### src/rtl/mux_arb_pkg.sv
// Shared definitions for the 4-way round-robin mux select arbiter.
package mux_arb_pkg;
   localparam int NUM_REQ = 4;
   localparam int IDX_W   = 2;

   typedef enum logic {
      ST_IDLE = 1'b0,
      ST_OWN  = 1'b1
   } arb_state_e;

   function automatic logic [NUM_REQ-1:0] idx2oh(input logic [IDX_W-1:0] idx);
      return NUM_REQ'(1) << idx;
   endfunction
endpackage

### src/rtl/rr_pick4.sv
// Combinational round-robin pick: first set request at or after i_ptr, modulo 4.
module rr_pick4
   import mux_arb_pkg::*;
(
   input  logic [NUM_REQ-1:0] i_req,
   input  logic [IDX_W-1:0]   i_ptr,
   output logic               o_vld,
   output logic [IDX_W-1:0]   o_idx
);
   logic [2*NUM_REQ-1:0] w_dbl;
   logic [NUM_REQ-1:0]   w_rot;
   logic [IDX_W-1:0]     w_off;

   // Rotate so that bit 0 of w_rot is the requester sitting at the pointer.
   assign w_dbl = {i_req, i_req};
   assign w_rot = w_dbl[i_ptr +: NUM_REQ];

   always_comb begin
      w_off = '0;
      for (int j = NUM_REQ-1; j >= 0; j--) begin
         if (w_rot[j]) w_off = IDX_W'(j);
      end
   end

   assign o_vld = |i_req;
   assign o_idx = i_ptr + w_off;
endmodule

### src/rtl/mux4_rr_arbiter.sv
// Round-robin owner arbiter driving the select lines of an external mux4to1.
// Optional hold-time limit enabled by defining MUX4_ARB_TIMEOUT_EN.
module mux4_rr_arbiter
   import mux_arb_pkg::*;
#(
   parameter int HOLD_MAX = 8
) (
   input  logic               clk,
   input  logic               rst,
   input  logic [NUM_REQ-1:0] req,
   input  logic               done,
   output logic [NUM_REQ-1:0] grant,
   output logic               s0,
   output logic               s1,
   output logic               busy,
   output logic               timeout
);
   if (HOLD_MAX < 2 || HOLD_MAX > 255) begin : g_bad_hold
      $error("HOLD_MAX must be in 2..255");
   end

   arb_state_e         r_state;
   logic [IDX_W-1:0]   r_ptr;
   logic [IDX_W-1:0]   r_owner;
   logic [NUM_REQ-1:0] r_grant;
   logic               r_busy;

   logic               w_forced;
   logic               w_release;
   logic [NUM_REQ-1:0] w_pick_req;
   logic [IDX_W-1:0]   w_pick_ptr;
   logic               w_pick_vld;
   logic [IDX_W-1:0]   w_pick_idx;

`ifdef MUX4_ARB_TIMEOUT_EN
   logic [7:0] r_hold;
   logic       r_timeout;

   assign w_forced = (r_hold == 8'(HOLD_MAX));
   assign timeout  = r_timeout;

   always_ff @(posedge clk) begin
      if (rst) begin
         r_hold    <= '0;
         r_timeout <= 1'b0;
      end else begin
         r_timeout <= 1'b0;
         if (r_state == ST_IDLE) begin
            if (w_pick_vld) r_hold <= 8'd1;
         end else if (w_release) begin
            r_hold    <= w_pick_vld ? 8'd1 : 8'd0;
            // Flag only releases that the owner did not ask for itself.
            r_timeout <= w_forced && !done && req[r_owner];
         end else begin
            r_hold <= r_hold + 8'd1;
         end
      end
   end
`else
   assign w_forced = 1'b0;
   assign timeout  = 1'b0;
`endif

   // Dropping req counts as an implicit done.
   assign w_release = (r_state == ST_OWN) && (done || !req[r_owner] || w_forced);

   // On handover the releasing owner is masked so it cannot win its own edge.
   assign w_pick_req = (r_state == ST_OWN) ? (req & ~r_grant) : req;
   assign w_pick_ptr = (r_state == ST_OWN) ? (r_owner + 2'd1) : r_ptr;

   rr_pick4 u_pick (
      .i_req (w_pick_req),
      .i_ptr (w_pick_ptr),
      .o_vld (w_pick_vld),
      .o_idx (w_pick_idx)
   );

   always_ff @(posedge clk) begin
      if (rst) begin
         r_state <= ST_IDLE;
         r_ptr   <= '0;
         r_owner <= '0;
         r_grant <= '0;
         r_busy  <= 1'b0;
      end else begin
         case (r_state)
            ST_IDLE: begin
               if (w_pick_vld) begin
                  r_state <= ST_OWN;
                  r_owner <= w_pick_idx;
                  r_grant <= idx2oh(w_pick_idx);
                  r_busy  <= 1'b1;
               end
            end
            ST_OWN: begin
               if (w_release) begin
                  r_ptr <= r_owner + 2'd1;
                  if (w_pick_vld) begin
                     r_owner <= w_pick_idx;
                     r_grant <= idx2oh(w_pick_idx);
                  end else begin
                     r_state <= ST_IDLE;
                     r_owner <= '0;
                     r_grant <= '0;
                     r_busy  <= 1'b0;
                  end
               end
            end
            default: r_state <= ST_IDLE;
         endcase
      end
   end

   assign grant = r_grant;
   assign s0    = r_owner[0];
   assign s1    = r_owner[1];
   assign busy  = r_busy;
endmodule

### config.mk
export PLATFORM = sky130hd
export DESIGN_NAME = mux4_rr_arbiter
export DESIGN_NICKNAME = d
export VERILOG_FILES = /design/src/rtl/mux_arb_pkg.sv /design/src/rtl/rr_pick4.sv /design/src/rtl/mux4_rr_arbiter.sv
export SDC_FILE = /design/constraint.sdc
export NUM_CORES = 1
export LEC_CHECK = 0
export CAP_MARGIN = 20
export CORE_MARGIN = 2
export CORE_UTILIZATION = 47
export CTS_BUF_LIST = sky130_fd_sc_hd__clkbuf_8
export DETAILED_ROUTE_END_ITERATION = 7
export GPL_TIMING_DRIVEN = 0
export PLACE_DENSITY = 0.74
export REMOVE_ABC_BUFFERS = 1
export SLEW_MARGIN = 20
export SYNTH_ARGS = -nofsm -noshare
export SYNTH_HDL_FRONTEND = slang
export SYNTH_SLANG_ARGS = --single-unit
export TNS_END_PERCENT = 20
### constraint.sdc
create_clock -name clk -period 3.4 [get_ports clk]
set_input_delay 1.02 -clock clk [delete_from_list [all_inputs] [get_ports clk]]
set_output_delay 1.02 -clock clk [all_outputs]
set_load 0.02 [all_outputs]
==> results.cfg <==
[route]
drcViolationCount = 0
dr.pass1.iters = 4
vias = 713
drt_first_iter_violations = 25
wire_per_inst_um = 14.1
via_per_inst = 6.04
ant_nets = 0
drt-total-wl_mm = 1.66

[cts]
htreeDepth = 1
clkSlewWorstSetupHoldPaths_ps = 40
cts_root_buffer = clkbuf_8
insertion_delay_ps = 230
cts_sinks = 10
postCtsHoldBufs = 0
cts_made_buffers = 3
tritoncts = yes
clockBufferDepth = 2
cts_setup_buffers = 0

[place]
dpl_cell_area_um2 = 848
place_hpwl_mm = 1.28
dp_cells = 115
io_buffers = 13
gp_congestion = 0.821

[global_routing]
grt-ovfl-total = 0
grt_pass1_wl_mm = 2.93
track_usage_pct = 20.8
first_global_vias = 665
grt_max_degree = 19
antenna_found_initial = 0

[cells_and_area]
final_cells = 118
fin_util_pct = 60.7
multi_input_area_um2 = 483
final_common_cell = clkdlybuf4s50_1
stdcell_area_um2 = 893
final_cell_mix = clkdlybuf4s50_1 (13), dfxtp_1 (10), nand2_1 (9), nor2_1 (7), o21ai_0 (7)
drive_above_1_share_pct = 8.82
fin_nets = 112
n_antenna_cell = 0
area_growth_pct = 23.7
fill_cells = 126
seq_area_um2 = 200

[logic_synthesis]
ys_seq_area_share_pct = 27.7
syn_area_um2 = 722
synth_ff_type = dfxtp_1
avgSynthCellArea_um2 = 8.11
ys_types = 35
ys_warn_count = 0
synth-edff-count = 0
async_flop_share_pct = 0
synth-seq-cells = 10
postSynthCellCount = 89

[die]
die_width_um = 43.2
start_util_pct = 49.1
die_area_um2 = 1870
coreArea_um2 = 1470
io_pins = 15
num_rows = 14
die_height_um = 43.2

[setup_path]
crit_chain = clkdlybuf4s50_1 -> a21bo_2 -> o21ai_0 -> o21ai_0 -> a211oi_1 -> a31oi_1 -> ha_1 -> xor2_1 -> xnor2_1 -> a32o_1
crit_path_max_fanout = 5
critPathSlowestCell = clkdlybuf4s50_1
path_depth = 10
reg2reg_depth = 10
critPathCaptureType = register
crit_buf_inv = 1
r2r_end = grant[0]
max_stage_delay_ps = 490
cp-endpoint = grant[0]
crit_start = req[2]
start_kind = primary input
critPathMostFrequentCell = o21ai_0
required_ps = 3570
reg2reg_slack_ps = 750
worst_ep_arrival_time_ps = 3350
reg2reg_from = r_owner[0]
critPathKind = primary input to register
crit_family = compound AO/OA/AOI/OAI gates

[timing]
finalCritPeriodShare_pct = 93.5
worstMarginPinSlew_ps = 572
drv_slew = 0
finClkSkew_ps = 1.04
max_slew_margin_pct = 61.8
hold_violations = 0
rsz0062_at_grt = false
finalSetupTns_ps = 0
finalSetupViolCount = 0
whs_ps = 486
max_freq_ghz = 0.315
fin_crit_ps = 3180

[power_and_ir_drop]
p_int_mw = 0.382
power_density_nw_per_um2 = 725
vdd_drop_max_v = 0.000482
switching_share_pct = 41.0
power_leakage_nw = 0.357
p_comb_share_pct = 51.5
p_seq_share_pct = 30.2
p_switching_mw = 0.265
p_clk_share_pct = 18.2

[flow_run]
cap_violations = 0

[outcome]
outcome = finished, final reports clean

[worst_hold_path]
hp-start = busy
hold_path_depth = 2
hold_path_class = register to register
==> what timing repair did <==
| item | in CTS | in global routing |
|---|---|---|
| resized for setup | 0 | 1 |
| endpoints found under the hold margin | 0 | 0 |
| endpoints found under the setup margin | 0 | 3 |
==> worst reg2reg max path: stages, from the launching register on <==
cell      delay, ps
dfxtp_1         430
xor2_1          310
mux2i_1         240
o21ai_0         190
o21ai_0         100
a211oi_1        280
a31oi_1          80
ha_1            190
xor2_1          170
xnor2_1         380
a32o_1          230
==> cell families after synthesis <==
group                    synth area share (%)
AO/OA/AOI/OAI                            33.1
XOR/XNOR                                 3.64
adder cells (fa/ha/maj)                  1.73
buffers and inverters                    5.89
flip-flops                               27.7
multiplexers                             6.41
other                                   0.519
AND/OR/NAND/NOR                          21.0
==> power by group through the flow <==
| stage | clock (mW) | combinational, mW | sequential, mW |
|---|---|---|---|
| after floorplan | 0 | 0.199 | 0.219 |
| after global placement | 0 | 0.327 | 0.195 |
| after detailed placement | 0 | 0.330 | 0.197 |
| after CTS | 0.122 | 0.333 | 0.195 |
| after global routing | 0.128 | 0.371 | 0.204 |
| final | 0.118 | 0.334 | 0.196 |
==> how the worst min path moves through the flow <==
stage	endpoint	slack [ps]
after CTS	r_ptr[0]	500
after detailed placement	r_ptr[0]	490
after global routing	busy	520
after floorplan	r_ptr[0]	460
final	busy	490
after global placement	busy	460
==> through the flow <==
| step | worst slack, ps | power (mW) |
|---|---|---|
| global placement | 39.3 | 0.523 |
| floorplan | 729 | 0.418 |
| detailed placement | 29.4 | 0.527 |
| global route | 1.84 | 0.703 |
| finish | 222 | 0.648 |
| CTS | 258 | 0.649 |
==> flip-flops by register name (all words and copies together), names as in the netlist <==
| signal | count |
|---|---|
| r_owner | 2 |
| grant | 4 |
| busy | 1 |
| r_state | 1 |
| r_ptr | 2 |
==> area by class of cell <==
| cell class | instances | area share (%) |
|---|---|---|
| Multi-Input combinational cell | 71 | 54.1 |
| Sequential cell | 10 | 22.4 |
| Timing Repair Buffer | 13 | 14.6 |
| Clock buffer | 3 | 4.62 |
| Tap cell | 16 | 2.24 |
| Inverter | 5 | 2.10 |
==> Yosys cell counts, types with 3 or more instances <==
| cell type | instances | share of area (%) |
|---|---|---|
| a21bo_2 | 3 | 4.2 |
| a21oi_1 | 6 | 4.2 |
| a31oi_1 | 3 | 2.6 |
| dfxtp_1 | 10 | 28 |
| inv_1 | 5 | 2.6 |
| nand2_1 | 9 | 4.7 |
| nand2b_1 | 3 | 2.6 |
| nor2_1 | 7 | 3.6 |
| o21ai_0 | 7 | 4.9 |
==> per-layer routing <==
layer,vias up,part of all wire (%),track usage (%)
met5,-,0,0
met1,331,44,26.7
met2,27,48,32.2
li1,351,-,-
met3,4,5.9,6.81
met4,0,1.9,7.88
(Power assumes the default switching activity.)
